===== src/rtl/calc_alu_sequencer.sv =====
// rtl/calc_alu_sequencer.sv - fixed-point add/sub/mul/div sequencer with shared restoring divider
// Optional rounding in the divider: define CALC_SEQ_ROUND_EN.
module calc_alu_sequencer #(
    parameter int SCALE = 1000
) (
    input  logic        clk,
    input  logic        rst_n,
    input  logic        start,
    input  logic [1:0]  op,
    input  logic [34:0] a,
    input  logic [24:0] b,
    output logic        busy,
    output logic        done,
    output logic [34:0] result,
    output logic        error
);
    typedef enum logic [2:0] {IDLE, LOAD, MUL, DIV, CHECK, DONE} state_t;

    localparam logic [1:0]  OP_ADD  = 2'd0;
    localparam logic [1:0]  OP_SUB  = 2'd1;
    localparam logic [1:0]  OP_MUL  = 2'd2;
    localparam logic [63:0] SCALE_W = 64'(SCALE);
    localparam logic signed [63:0] MAX_VAL = 64'sd9999000;
    localparam logic signed [63:0] MIN_VAL = -64'sd999000;

    state_t       r_state, w_next;
    logic [1:0]   r_op;
    logic [34:0]  r_a;
    logic [24:0]  r_b;
    logic         r_neg;
    logic [6:0]   r_cnt;
    logic [63:0]  r_mcand;
    logic [24:0]  r_mplier;
    logic [63:0]  r_prod;
    logic [63:0]  r_quo;
    logic [63:0]  r_rem;
    logic [63:0]  r_div;
    logic [63:0]  r_sum;
    logic [34:0]  r_result;
    logic         r_error;

    logic [34:0]  w_abs_a;
    logic [24:0]  w_abs_b;
    logic [63:0]  w_a_ext, w_b_ext;
    logic [63:0]  w_prod_nx;
    logic [64:0]  w_rem_sh;
    logic         w_ge;
    logic [63:0]  w_rem_nx;
    logic [63:0]  w_quo_nx;
    logic         w_round;
    logic [63:0]  w_mag;
    logic [63:0]  w_val;
    logic         w_ovf;

    // Two's-complement negate in the operand width: -2^34 maps to unsigned 2^34.
    assign w_abs_a   = r_a[34] ? (~r_a + 35'd1) : r_a;
    assign w_abs_b   = r_b[24] ? (~r_b + 25'd1) : r_b;
    assign w_a_ext   = {{29{r_a[34]}}, r_a};
    assign w_b_ext   = {{39{r_b[24]}}, r_b};
    assign w_prod_nx = r_prod + (r_mplier[0] ? r_mcand : 64'd0);

    assign w_rem_sh  = {r_rem, r_quo[63]};
    assign w_ge      = (w_rem_sh >= {1'b0, r_div});
    assign w_rem_nx  = w_ge ? 64'(w_rem_sh - {1'b0, r_div}) : w_rem_sh[63:0];
    assign w_quo_nx  = {r_quo[62:0], w_ge};

`ifdef CALC_SEQ_ROUND_EN
    assign w_round   = ({r_rem, 1'b0} >= {1'b0, r_div});
`else
    assign w_round   = 1'b0;
`endif
    assign w_mag     = r_quo + {63'd0, w_round};
    assign w_val     = r_op[1] ? (r_neg ? (~w_mag + 64'd1) : w_mag) : r_sum;
    assign w_ovf     = ($signed(w_val) > MAX_VAL) || ($signed(w_val) < MIN_VAL);

    always_ff @(posedge clk or negedge rst_n) begin
        if (!rst_n) r_state <= IDLE;
        else        r_state <= w_next;
    end

    always_comb begin
        w_next = r_state;
        case (r_state)
            IDLE:  if (start) w_next = LOAD;
            LOAD: begin
                case (r_op)
                    OP_ADD, OP_SUB: w_next = CHECK;
                    OP_MUL:         w_next = MUL;
                    default:        w_next = (r_b == 25'd0) ? DONE : DIV;
                endcase
            end
            MUL:   if (r_cnt == 7'd24) w_next = DIV;
            DIV:   if (r_cnt == 7'd63) w_next = CHECK;
            CHECK: w_next = DONE;
            DONE:  w_next = IDLE;
            default: w_next = IDLE;
        endcase
    end

    always_ff @(posedge clk or negedge rst_n) begin
        if (!rst_n) begin
            r_op     <= 2'd0;
            r_a      <= '0;
            r_b      <= '0;
            r_neg    <= 1'b0;
            r_cnt    <= '0;
            r_mcand  <= '0;
            r_mplier <= '0;
            r_prod   <= '0;
            r_quo    <= '0;
            r_rem    <= '0;
            r_div    <= '0;
            r_sum    <= '0;
            r_result <= '0;
            r_error  <= 1'b0;
        end else begin
            case (r_state)
                IDLE: if (start) begin
                    r_op    <= op;
                    r_a     <= a;
                    r_b     <= b;
                    r_error <= 1'b0;
                end
                LOAD: begin
                    r_neg <= r_a[34] ^ r_b[24];
                    r_cnt <= '0;
                    case (r_op)
                        OP_ADD: r_sum <= w_a_ext + w_b_ext;
                        OP_SUB: r_sum <= w_a_ext - w_b_ext;
                        OP_MUL: begin
                            r_mcand  <= {29'd0, w_abs_a};
                            r_mplier <= w_abs_b;
                            r_prod   <= '0;
                        end
                        default: begin
                            if (r_b == 25'd0) begin
                                r_error  <= 1'b1;
                                r_result <= '0;
                            end else begin
                                r_quo <= {29'd0, w_abs_a} * SCALE_W;
                                r_div <= {39'd0, w_abs_b};
                                r_rem <= '0;
                            end
                        end
                    endcase
                end
                MUL: begin
                    // Final product is handed straight to the divider to rescale by SCALE.
                    if (r_cnt == 7'd24) begin
                        r_quo <= w_prod_nx;
                        r_div <= SCALE_W;
                        r_rem <= '0;
                        r_cnt <= '0;
                    end else begin
                        r_cnt <= r_cnt + 7'd1;
                    end
                    r_prod   <= w_prod_nx;
                    r_mcand  <= {r_mcand[62:0], 1'b0};
                    r_mplier <= {1'b0, r_mplier[24:1]};
                end
                DIV: begin
                    r_quo <= w_quo_nx;
                    r_rem <= w_rem_nx;
                    r_cnt <= r_cnt + 7'd1;
                end
                CHECK: begin
                    r_error  <= w_ovf;
                    r_result <= w_ovf ? 35'd0 : w_val[34:0];
                end
                default: ;
            endcase
        end
    end

    assign busy   = (r_state != IDLE);
    assign done   = (r_state == DONE);
    assign result = r_result;
    assign error  = r_error;
endmodule


===== config.mk =====
export PLATFORM = sky130hd
export DESIGN_NAME = calc_alu_sequencer
export DESIGN_NICKNAME = d
export VERILOG_FILES = /design/src/rtl/calc_alu_sequencer.sv
export SDC_FILE = /design/constraint.sdc
export NUM_CORES = 2
export LEC_CHECK = 0
export CORE_MARGIN = 5
export CORE_UTILIZATION = 45
export DETAILED_ROUTE_END_ITERATION = 6
export GPL_ROUTABILITY_DRIVEN = 0
export SLEW_MARGIN = 40
export SYNTH_ARGS = -nofsm -noshare
export SYNTH_HDL_FRONTEND = slang
export SYNTH_SLANG_ARGS = --single-unit

===== constraint.sdc =====
create_clock -name clk -period 10.2 [get_ports clk]
set_input_delay 3.06 -clock clk [delete_from_list [all_inputs] [get_ports clk]]
set_output_delay 3.06 -clock clk [all_outputs]
set_load 0.005 [all_outputs]

**Word-level counts from Yosys, hierarchy flattened**

Index checks and enable logic that the tools add are counted.

- Bits in registers: 518
- Bits of input ports: 65

- Add/subtract/negate cells: 8
- Multiply operators: 1
- Order comparisons: 3
- Equal/unequal tests: 16
- Muxes and demuxes: 41
- Bitwise gates (word level): 4
- Reductions and logical operators: 20

Operators by type and width:

| kind | number |
|---|---|
| two-way mux 64 bit | 15 |
| one-hot mux 64 bit (2 select lines) | 4 |
| one-hot mux 64 bit (3 select lines) | 2 |
| two-way mux 35 bit | 4 |
| one-hot mux 35 bit (2 select lines) | 1 |
| greater-or-equal comparator 65 x 64 -> 1 bit | 1 |
| adder 64 x 1 -> 64 bit (second input constant) | 1 |
| adder 64 bit | 1 |
| > comparator 64 x 25 -> 1 bit (second input constant) | 1 |
| less-than comparator 64 x 21 -> 1 bit (second input constant) | 1 |
| inverter 64 bit | 1 |
| subtractor 64 bit | 1 |
| two-way mux 25 bit | 2 |
| one-hot mux 25 bit (2 select lines) | 1 |
| multiplier 35 x 7 -> 42 bit (second input constant) | 1 |
| adder 35 x 25 -> 36 bit | 1 |
| subtractor 35 x 25 -> 36 bit | 1 |
| adder 35 x 1 -> 35 bit (second input constant) | 1 |
| inverter 35 bit | 1 |
| adder 25 x 1 -> 25 bit (second input constant) | 1 |
| zero test 25 bit | 1 |
| inverter 25 bit | 1 |
| one-hot mux 7 bit (3 select lines) | 1 |
| one-hot mux 3 bit (5 select lines) | 1 |
| other kinds (25) | 47 |

**Longest topological paths before layout**

- Depth in word-level cells: 8
- Gate-level depth with buffers: 31

**Least setup slack after synthesis**

No wires, ideal clock.

- Path type: reg2reg
- From: reg r_a[9]
- To: reg r_quo[42]
- Setup time: 0.126 ns
- Arrival time: 7.217 ns
- Data required time: 10.074 ns
- Setup slack: 2.857 ns
- Cell stages (with the launch flop): 29
- Buffers on the path: 0
- Period minus slack after synthesis: 7.343 ns
- Path through: dfrtp_1 -> or4_1 -> or3_1 -> or2_2 -> nor2_1 -> inv_1 -> or3_1 -> or2_2 -> o21ai_0 -> xor2_1 -> inv_1 -> fa_1 -> inv_1 -> fa_1 -> inv_1 -> fa_1 -> inv_1 -> fa_1 -> inv_1 -> ha_1 -> a21oi_1 -> nor2b_1 -> o21a_1 -> o21ai_0 -> nand2b_1 -> or3_1 -> o211ai_1 -> nor3_1 -> o32a_1

- Cells in the longest elaborated chain, start to end: 7

RTL lines:

| item | line | source |
|---|---|---|
| start: declaration | 28 | `logic [34:0] r_a;` |
| start signal: assignment | 103 | `r_a <= '0;` |
| start signal: assignment | 120 | `r_a <= a;` |
| inverter 35 bit | 56 | `assign w_abs_a = r_a[34] ? (~r_a + 35'd1) : r_a;` |
| adder 35 x 1 -> 35 bit | 56 |  |
| two-way mux 35 bit (*) | 56 |  |
| multiplier 35 x 7 -> 42 bit (*) | 140 | `r_quo <= {29'd0, w_abs_a} * SCALE_W;` |
| two-way mux 64 bit (*) | 136 | `if (r_b == 25'd0) begin` |
| two-way mux 64 bit (*) | 127 | `case (r_op)` |
| one-hot mux 64 bit (3 select lines) (*) | 117 | `case (r_state)` |
| end signal: assignment | 140 |  |
| end signal: assignment | 150 | `r_quo <= w_prod_nx;` |
| end signal: assignment | 162 | `r_quo <= w_quo_nx;` |
| end: declaration | 35 | `logic [63:0] r_quo;` |

Mark *: on every way between the ends. The rest lies on a longest branch, timed or not. The select of a mux whose other input is x is not followed.
A chain may end at the register's enable or synchronous reset.

**Worst setup path in the final report**

- From: reg r_a[13]
- To: reg r_quo[44]

Same word-level chain as after synthesis.

==> metrics.txt <==
CTS Sinks 451; RSZ-0062 raised after global routing no; die width 294 um; R2R Path End r_quo[44]$_DFFE_PN0P_; fill count 7,659; Hold EP r_mcand[40]$_DFFE_PN0P_; Worst VDD drop 130 uV; setup ws final 1.89 ns; ranking of synthesized cells by area dfrtp_1 31%, ha_1 7.1%, fa_1 6.5%; area occupied by multi-input gates 23,400 um^2; Mapped Area 36,300 um^2; number of top-level pins 103; Synth Flop Type dfrtp_1; fin. max-slew vios 0; worst stage delay on the critical path 0.70 ns; Yosys cell types 84; Crit Path Max Fanout 6; Crit-path slowest cell o31ai_1; post-CTS setup buffers 0; Syn Nets 4,636; DR iter-0 viols 2,495; initial antenna violation count 0; most frequent cell after synthesis nand2_1; Die Area 86,400 um^2; Nets 4,612; Root Driver clkbuf_16; Post-synth EDFFs 0; post-route DRC violation count 0; HPWL after DPL 82,100 um; clk_skew 0.0408 ns; CTS tree done; Vias 31,400; leading area contributor after synthesis dfrtp_1; clock slew at reported path FFs 0.06 ns; Async SR Flop Fraction 100%; Setup violations, final 0; fmax 120 MHz; routed vias/inst 5.89; Starting Density 45.2%; largest net degree at the start of global routing 151; Post-Place Setup Slack 1.87 ns; Tot GR Track Use 25.1%; Port Buffers 102; Die Y 294 um; Final Hold Vio Count 0; R2R depth 28; Hold Buf Count CTS 0; CP startpoint kind flip-flop; CTS buffer count 54; Clock Tree Buf Depth 3; crit-path most repeated cell inv_1; synthesized instance count 4,247; outcome finished, final reports clean; first-pass GRT wire length 175,000 um; critical path capture point type flip-flop; #FFs+latches synth 451; DR WL/cell 20.9 um; synthesized area per cell 8.55 um^2; RR Startpoint r_a[13]$_DFFE_PN0P_; power per cell area 99.5 nW/um^2; Finished Layout Cells 5,330; # rows 104; Post-Route Setup TNS 0 ns; CTS H-tree depth 2; Max-Cap Viols 0; Routed WL 111,000 um; worst hold path depth 2; register area 11,300 um^2; Hold Path Origin r_mcand[39]$_DFFE_PN0P_; Inst Count DP 5,224; core footprint 80,300 um^2; crit path kind flip-flop to flip-flop; register area share after synthesis 31.1%; Max-slew headroom 40.3%; clock latency on the worst-skew pair 0.65 ns; Resize count post-CTS 0; min cycle time layout 8.31 ns; crit path DAT 8.79 ns; number of global-route vias before repair 29,800; layout cells sized above 1 7.45%; Worst-Margin Slew 0.887 ns; Post-synth top cells 527 x nand2_1, 451 x dfrtp_1, 353 x o21ai_0; Worst Hold Class flip-flop to flip-flop; Area Growth Syn to Fin 11.3%; Critical Path RT 10.68 ns; antenna viol nets, final 0; global route overflow 0; Synth Warn # 0; Period Utilization, post-route 81.5%; post-synth top area share 31.1%; worst reg2reg setup slack 1.89 ns; drt pass-1 iters 5; P_leak 19.1 nW
## per-stage QoR
step	hold WS, ns	utilization, %	instance area, um^2	power (mW)
global route	0.476	50.3	40400	4.13
finish	0.452	50.3	40400	4.02
floorplan	0.442	-	36300	1.82
detailed placement	0.465	47.8	38300	1.89
global placement	0.458	47.6	38200	1.89
CTS	0.470	50.2	40300	4.07
## worst max-delay path, delay by kind of cell (launching register included)
family | cells | cell delay [ns]
xor+xnor | 2 | 0.66
buf+inv | 5 | 0.41
compound gates | 8 | 2.23
fa+ha+maj | 5 | 2.45
flops | 1 | 0.47
simple gates | 8 | 1.93
## report_power, final
| group | internal [mW] | total [mW] | leakage, nW | switching, mW |
|---|---|---|---|---|
| Clock | 1.27 | 2.17 | 0.950 | 0.893 |
| Combinational | 0.0268 | 0.0681 | 12.0 | 0.0413 |
| Sequential | 1.79 | 1.79 | 6.18 | 0 |
| Total | 3.09 | 4.02 | 19.1 | 0.934 |
## worst max path at each step
stage | from | endpoint | slack (ns) | cells after the start
after floorplan | r_a[9]$_DFFE_PN0P_ | r_quo[42]$_DFFE_PN0P_ | 2.86 | 28
after global routing | r_a[13]$_DFFE_PN0P_ | r_quo[40]$_DFFE_PN0P_ | 1.40 | 28
after detailed placement | r_a[9]$_DFFE_PN0P_ | r_quo[40]$_DFFE_PN0P_ | 1.87 | 24
after CTS | r_a[14]$_DFFE_PN0P_ | r_quo[40]$_DFFE_PN0P_ | 1.79 | 26
final | r_a[13]$_DFFE_PN0P_ | r_quo[44]$_DFFE_PN0P_ | 1.89 | 28
after global placement | r_a[8]$_DFFE_PN0P_ | r_quo[42]$_DFFE_PN0P_ | 2.05 | 23
## layout make-up
cell class,instances,share of cell area (%)
inverters,226,2.10
well taps,1060,3.28
clock inverters,35,1.24
multi-input cells,3334,57.9
diodes,1,0.00619
clock buffers,67,3.66
repair buffers,156,3.84
flip-flops and latches,451,27.9
## layer usage
| metal | part of all wire, % | vias to the layer above | global-route usage (%) |
|---|---|---|---|
| met3 | 5.8 | 140 | 2.81 |
| met4 | 2.0 | 0 | 5.27 |
| met2 | 43 | 897 | 38.1 |
| li1 | - | 15000 | - |
| met5 | 0 | - | 0 |
| met1 | 49 | 15300 | 38.8 |
## kinds of logic (layout without fill, tap and decap cells)
group,count (synthesis),after routing,share of synthesized area [%]
other,0,1,0
AND/OR/NAND/NOR,1387,1387,18.4
adder cells (fa/ha/maj),335,335,13.9
flip-flops,451,451,31.1
XOR/XNOR,327,327,7.89
AO/OA/AOI/OAI,1189,1189,21.0
buffers and inverters,462,484,4.88
multiplexers,96,96,2.85
## state kept, by name, indices dropped and copies added, names as in the netlist
signal,flops
error,1
r_state,3
r_rem,64
result,35
r_neg,1
r_a,35
r_mplier,25
r_div,25
r_cnt,7
r_op,2
r_prod,64
r_b,25
r_quo,64
r_sum,36
r_mcand,64
## cell usage in the layout (no fill, tap or decap), drive strengths merged, types with 50 or more instances in the layout
cell type,n
o21ai,373
xor2,170
mux2,59
nand2,528
clkdlybuf4s50,101
a21o,122
fa,117
buf,55
o31ai,50
nor2,249
clkbuf,67
dfrtp,451
nand3,118
xnor2,157
inv,228
a21oi,265
and2,82
nor3,77
ha,207
Note: power is estimated with default switching activity, not from simulation.
